## src/rtl/logic_unit_if.sv

```systemverilog
// Operand/result handshake bundle for logic_unit_pipe.
// out_popcnt exists only when LOGIC_UNIT_POPCOUNT_EN is defined.
interface logic_unit_if #(
  parameter int unsigned WIDTH = 32,
  parameter int unsigned CNT_W = 32
);
  localparam int unsigned PCW = $clog2(WIDTH + 1);

  logic             in_valid;
  logic             in_ready;
  logic [2:0]       in_op;
  logic [WIDTH-1:0] in_a;
  logic [WIDTH-1:0] in_b;
  logic             out_valid;
  logic             out_ready;
  logic [WIDTH-1:0] out_y;
  logic             out_zero;
  logic             out_ones;
  logic             out_parity;
`ifdef LOGIC_UNIT_POPCOUNT_EN
  logic [PCW-1:0]   out_popcnt;
`endif
  logic [CNT_W-1:0] op_count;

  modport master (
    output in_valid, in_op, in_a, in_b, out_ready,
`ifdef LOGIC_UNIT_POPCOUNT_EN
    input  out_popcnt,
`endif
    input  in_ready, out_valid, out_y, out_zero, out_ones, out_parity, op_count
  );

  modport slave (
    input  in_valid, in_op, in_a, in_b, out_ready,
`ifdef LOGIC_UNIT_POPCOUNT_EN
    output out_popcnt,
`endif
    output in_ready, out_valid, out_y, out_zero, out_ones, out_parity, op_count
  );
endinterface

```

## src/rtl/logic_unit_pipe.sv

```systemverilog
// Handshaked 8-op bitwise logic unit with a 2-entry result buffer and flags.
// Optional per-result popcount: define LOGIC_UNIT_POPCOUNT_EN.
module logic_unit_pipe #(
  parameter int unsigned WIDTH = 32,
  parameter int unsigned CNT_W = 32
) (
  input  logic        clk,
  input  logic        rst_n,
  logic_unit_if.slave bus
);
  localparam int unsigned PCW = $clog2(WIDTH + 1);

  typedef struct packed {
    logic [WIDTH-1:0] y;
    logic             zero;
    logic             ones;
    logic             parity;
`ifdef LOGIC_UNIT_POPCOUNT_EN
    logic [PCW-1:0]   popcnt;
`endif
  } entry_t;

  entry_t           mem [2];
  logic             head;
  logic             tail;
  logic [1:0]       count;
  logic [CNT_W-1:0] op_count_q;
  entry_t           new_c;
  entry_t           head_c;
  logic             push_c;
  logic             pop_c;

  // Result and flags of the operand pair currently presented
  always_comb begin
    new_c = '0;
    case (bus.in_op)
      3'b000: new_c.y = bus.in_a & bus.in_b;
      3'b001: new_c.y = bus.in_a | bus.in_b;
      3'b010: new_c.y = bus.in_a ^ bus.in_b;
      3'b011: new_c.y = ~bus.in_a;
      3'b100: new_c.y = ~(bus.in_a & bus.in_b);
      3'b101: new_c.y = ~(bus.in_a | bus.in_b);
      3'b110: new_c.y = ~(bus.in_a ^ bus.in_b);
      3'b111: new_c.y = bus.in_a & ~bus.in_b;
    endcase
    new_c.zero   = ~|new_c.y;
    new_c.ones   = &new_c.y;
    new_c.parity = ^new_c.y;
`ifdef LOGIC_UNIT_POPCOUNT_EN
    for (int i = 0; i < int'(WIDTH); i++) begin
      new_c.popcnt = new_c.popcnt + PCW'(new_c.y[i]);
    end
`endif
  end

  // in_ready depends only on registered occupancy, never on out_ready
  assign bus.in_ready  = rst_n && (count != 2'd2);
  assign bus.out_valid = (count != 2'd0);
  assign push_c        = bus.in_valid && bus.in_ready;
  assign pop_c         = bus.out_valid && bus.out_ready;

  assign head_c         = mem[head];
  assign bus.out_y      = head_c.y;
  assign bus.out_zero   = head_c.zero;
  assign bus.out_ones   = head_c.ones;
  assign bus.out_parity = head_c.parity;
`ifdef LOGIC_UNIT_POPCOUNT_EN
  assign bus.out_popcnt = head_c.popcnt;
`endif
  assign bus.op_count   = op_count_q;

  always_ff @(posedge clk) begin
    if (!rst_n) begin
      mem[0]     <= '0;
      mem[1]     <= '0;
      head       <= 1'b0;
      tail       <= 1'b0;
      count      <= 2'd0;
      op_count_q <= '0;
    end else begin
      if (push_c) begin
        mem[tail]  <= new_c;
        tail       <= ~tail;
        op_count_q <= op_count_q + CNT_W'(1);
      end
      if (pop_c) head <= ~head;
      case ({push_c, pop_c})
        2'b10:   count <= count + 2'd1;
        2'b01:   count <= count - 2'd1;
        default: count <= count;
      endcase
    end
  end

  // Stored flags must always agree with the stored result
  always @(posedge clk) begin
    if (rst_n && bus.out_valid) begin
      assert (head_c.zero == (~|head_c.y));
      assert (head_c.ones == (&head_c.y));
      assert (head_c.parity == (^head_c.y));
`ifdef LOGIC_UNIT_POPCOUNT_EN
      assert (head_c.popcnt == PCW'($countones(head_c.y)));
`endif
    end
  end
endmodule

```

## src/flat_wrapper.sv

```systemverilog
// flat-port wrapper written by rule: the top's interface ports become plain ports
module logic_unit_pipe_flat 
#(
  parameter int unsigned WIDTH = 32,
  parameter int unsigned CNT_W = 32
)
  (clk, rst_n, bus_in_valid, bus_in_op, bus_in_a, bus_in_b, bus_out_ready, bus_in_ready, bus_out_valid, bus_out_y, bus_out_zero, bus_out_ones, bus_out_parity, bus_op_count);
  logic_unit_if #(.WIDTH(WIDTH), .CNT_W(CNT_W)) bus_i ();
  input  logic clk;
  input  logic rst_n;
  input wire logic [$bits(bus_i.in_valid)-1:0] bus_in_valid;
  input wire logic [$bits(bus_i.in_op)-1:0] bus_in_op;
  input wire logic [$bits(bus_i.in_a)-1:0] bus_in_a;
  input wire logic [$bits(bus_i.in_b)-1:0] bus_in_b;
  input wire logic [$bits(bus_i.out_ready)-1:0] bus_out_ready;
  output wire logic [$bits(bus_i.in_ready)-1:0] bus_in_ready;
  output wire logic [$bits(bus_i.out_valid)-1:0] bus_out_valid;
  output wire logic [$bits(bus_i.out_y)-1:0] bus_out_y;
  output wire logic [$bits(bus_i.out_zero)-1:0] bus_out_zero;
  output wire logic [$bits(bus_i.out_ones)-1:0] bus_out_ones;
  output wire logic [$bits(bus_i.out_parity)-1:0] bus_out_parity;
  output wire logic [$bits(bus_i.op_count)-1:0] bus_op_count;
  assign bus_i.in_valid = bus_in_valid;
  assign bus_i.in_op = bus_in_op;
  assign bus_i.in_a = bus_in_a;
  assign bus_i.in_b = bus_in_b;
  assign bus_i.out_ready = bus_out_ready;
  assign bus_in_ready = bus_i.in_ready;
  assign bus_out_valid = bus_i.out_valid;
  assign bus_out_y = bus_i.out_y;
  assign bus_out_zero = bus_i.out_zero;
  assign bus_out_ones = bus_i.out_ones;
  assign bus_out_parity = bus_i.out_parity;
  assign bus_op_count = bus_i.op_count;
  logic_unit_pipe #(.WIDTH(WIDTH), .CNT_W(CNT_W)) u_core (.clk(clk), .rst_n(rst_n), .bus(bus_i));
endmodule
```

## config.mk

```make
export PLATFORM = sky130hd
export DESIGN_NAME = logic_unit_pipe_flat
export DESIGN_NICKNAME = d
export VERILOG_FILES = /design/src/rtl/logic_unit_if.sv /design/src/rtl/logic_unit_pipe.sv /design/src/flat_wrapper.sv
export SDC_FILE = /design/constraint.sdc
export NUM_CORES = 1
export LEC_CHECK = 0
export ABC_CLOCK_PERIOD_IN_PS = 3150
export BUFFER_PORTS_ARGS = -buffer_cell sky130_fd_sc_hd__buf_2
export CAP_MARGIN = 30
export CORE_UTILIZATION = 48
export CTS_CLUSTER_SIZE = 24
export DETAILED_ROUTE_END_ITERATION = 8
export HOLD_SLACK_MARGIN = 0.02
export PLACE_DENSITY = 0.78
export SYNTH_ARGS = -nofsm -noshare
export SYNTH_HDL_FRONTEND = slang
export SYNTH_SLANG_ARGS = --single-unit
```

## constraint.sdc

```tcl
create_clock -name clk -period 3.15 [get_ports clk]
set_input_delay 0.1575 -clock clk [delete_from_list [all_inputs] [get_ports clk]]
set_output_delay 0.1575 -clock clk [all_outputs]
set_load 0.005 [all_outputs]
```

==> run metrics <==
largest net degree at the start of global routing=66; Fin Hold WS=199 ps; most frequent CP cell=xnor2_1; CP Max Fanout=28; syn avg cell area=9.01 sq um; slowest CP cell=o21ai_0; maxcap violations=0; Mapped Area=0.00872 sq mm; global route overflow=0; Main synth FF type=edfxtp_1; critical path's largest stage delay=420 ps; Seq cells post-synth=107; Sw Ratio=32.2%; core area=0.0175 sq mm; drt drc=0; Critical Path AT=2660 ps; Final Hold Fails=0; Clock Tree Buf Depth=2; Final GP Congestion=0.867; vias in the first global route=6552; DRT Pass-1 Iters=5; PortBufs=139; Int Power=2.93 mW; CTS root buf=clkbuf_16; Initial Util=49.7%; dominant cell type by area after synthesis=edfxtp_1; Final #Nets=1297; Synth-to-Final Area Change=14.8%; Overall Global Routing Usage=21.2%; Clock Power Share=25.1%; routed via count=7143; Seq/Total Area, Yosys=32.6%; clock sinks=107; non-filler cells, final=1326; RSZ-0062 raised after global routing=no; Hold Buf Count CTS=0; slew margin rel.=35.0%; ys async rst share=0%; Setup violations, final=0; syn_nets=1169; Tmin final=2570 ps; status=completed; Worst Setup Start Kind=input pin; PwrDens=432 mW/mm^2; Setup Total Neg Slack=0 ps; Worst Skew=10.5 ps; Worst EP required=3240 ps; f_max=0.389 GHz; Routed Antenna Nets=0; fraction of layout cells with a size suffix above 1=22.0%; global-route wire length before repair=31.3 mm; vias per inst=5.39; placed instance count=1310; drt initial violations=511; fill count=1519; warning count from the yosys run=0; Tcrit/Tclk final=81.5%; DIE HEIGHT=137 um; CP endpoint kind=flip-flop; Yosys top cell area share=24.1%; Reg power frac=38.6%; # diodes=0; row count=48; Total Die Area=0.0187 sq mm; footprint of the multi-input gates=0.00521 sq mm; routed len/inst=14.8 um; synth top area cells=edfxtp_1 (24%), ha_1 (19%), dfxtp_1 (8.5%); Clk Latency, worst-skew pair=350 ps; worst hold path class=in -> reg; TritonCTS clock tree=done; htree depth=3; Slew @ Worst Pin=975 ps; Post-CTS Repair Setup Buffers=0; Leak=4.79 nW; Switch Pwr=1.39 mW; Post-Route WL=19.6 mm; initial antenna violation count=0; CTS resizes=0; count of different cell masters after synthesis=59; Gate power share=36.3%; cell count after synthesis=968; Crit Path Class=in -> reg; clock-pin slew on the worst setup and hold paths=70 ps; Post-DP HPWL=14.8 mm; number of primary I/O pins=140; FF/Latch Area=0.00284 sq mm; Final Core Density=57.1%; number of flops mapped to enable cells by yosys=70; Peak VDD IR=0.359 mV; sequence of cells on the critical path=buf_4 -> inv_1 -> a21o_1 -> o22a_1 -> o21ai_0 -> ha_1 -> xnor2_1 -> xnor2_1 -> xnor2_1 -> xnor2_1 -> nor2_1; Die W=137 um; pins over their slew limit=0; total CTS buffers=9
## final cells by class
| type | instances | area share [%] |
|---|---|---|
| multi-input combinational | 695 | 52.1 |
| timing repair buffer | 172 | 9.70 |
| sequential | 107 | 28.4 |
| tap | 225 | 2.81 |
| inverter | 111 | 4.16 |
| clock buffer | 11 | 2.42 |
| clock inverter | 5 | 0.437 |
## path summary, 6_finish.rpt
path,slack (ps),endpoint,cells after the start,start
max,580,u_core.mem[0][0],11,bus_in_op[0]
min,200,u_core.bus.op_count[28],2,rst_n
max reg2reg,1130,u_core.count[1],6,u_core.count[0]
min reg2reg,500,u_core.bus.op_count[1],2,u_core.bus.op_count[1]
## synthesized netlist by cell type, types with 8 or more instances
cell and instances:
nand3_1 21, a211oi_1 11, o22ai_1 8, a21o_1 13, nand2b_1 17, xor2_1 11, a31oi_1 9, buf_2 25
o21ai_0 33, nor2_1 133, nand4_1 15, and2_1 8, ha_1 130, xnor2_1 40, nor4_1 9, inv_1 111
a21oi_1 41, mux2_2 44, o221ai_1 10, clkbuf_1 20, nor2b_1 22, or3_1 8, edfxtp_1 70, nand2_1 29
dfxtp_1 37
## per-layer routing
layer  wire length, um  global-route usage, %  vias to the layer above
li1                  -                      -                     3580
met1              8930                   29.0                     3311
met2              9340                   35.4                      233
met3              1120                   2.52                       19
met4               263                   5.62                        0
met5                 0                      0                        -
## metrics by stage
stage               cell area [sq um]  total power [mW]  worst slack (ps)
floorplan                        8720              2.74               595
global placement                 9720              3.23               345
detailed placement               9720              3.27               297
CTS                             10000              4.34               670
global route                    10000              4.57               373
finish                          10000              4.32               582
## registers in the layout, summed over array words and instances, names as in the netlist, named ones only
name                 cells
u_core.mem              70
u_core.tail              1
u_core.bus.op_count     32
u_core.head              1
u_core.count             2
## cells by family (layout without fill, tap and decap cells)
| family | Yosys count | after routing | synth area share, % |
|---|---|---|---|
| mux | 51 | 51 | 6.49 |
| flops | 107 | 107 | 32.6 |
| compound gates | 170 | 170 | 12.7 |
| xor+xnor | 51 | 51 | 5.12 |
| fa+ha+maj | 130 | 130 | 18.7 |
| buf+inv | 166 | 299 | 7.61 |
| simple gates | 293 | 293 | 16.8 |
## power by group through the flow
stage,Sequential (mW),Clock [mW],Combinational [mW]
finish,1.67,1.09,1.57
global route,1.68,1.15,1.75
CTS,1.67,1.09,1.58
detailed placement,1.70,0,1.57
global placement,1.69,0,1.53
floorplan,1.69,0,1.05
## critical path, delay by kind of cell
family,cells,cell delay (ps)
compound gates,3,820
xor+xnor,4,740
buf+inv,2,520
fa+ha+maj,1,350
simple gates,1,60
## placed cells by master (no fill, tap or decap), drive strengths merged, types with 3 or more instances in the layout
master,Yosys,final
a31oi,9,9
mux2,44,44
o211ai,5,5
a21o,13,13
nor4,9,9
o22ai,8,8
edfxtp,70,70
buf,34,172
a211o,4,4
nand2,29,29
a211oi,13,13
xor2,11,11
clkbuf,21,11
nand4,17,17
ha,130,130
and2,9,9
a32oi,7,7
a21boi,5,5
o31ai,3,3
or3,9,9
a21oi,41,41
nand2b,17,17
o22a,3,3
dfxtp,37,37
o21ai,39,39
and4,7,7
xnor2,40,40
mux2i,7,7
and3,6,6
nor2b,22,22
o221ai,10,10
nor3,6,6
nor2,133,133
nand3,22,22
inv,111,116
Power figures use the tool's default switching activity.
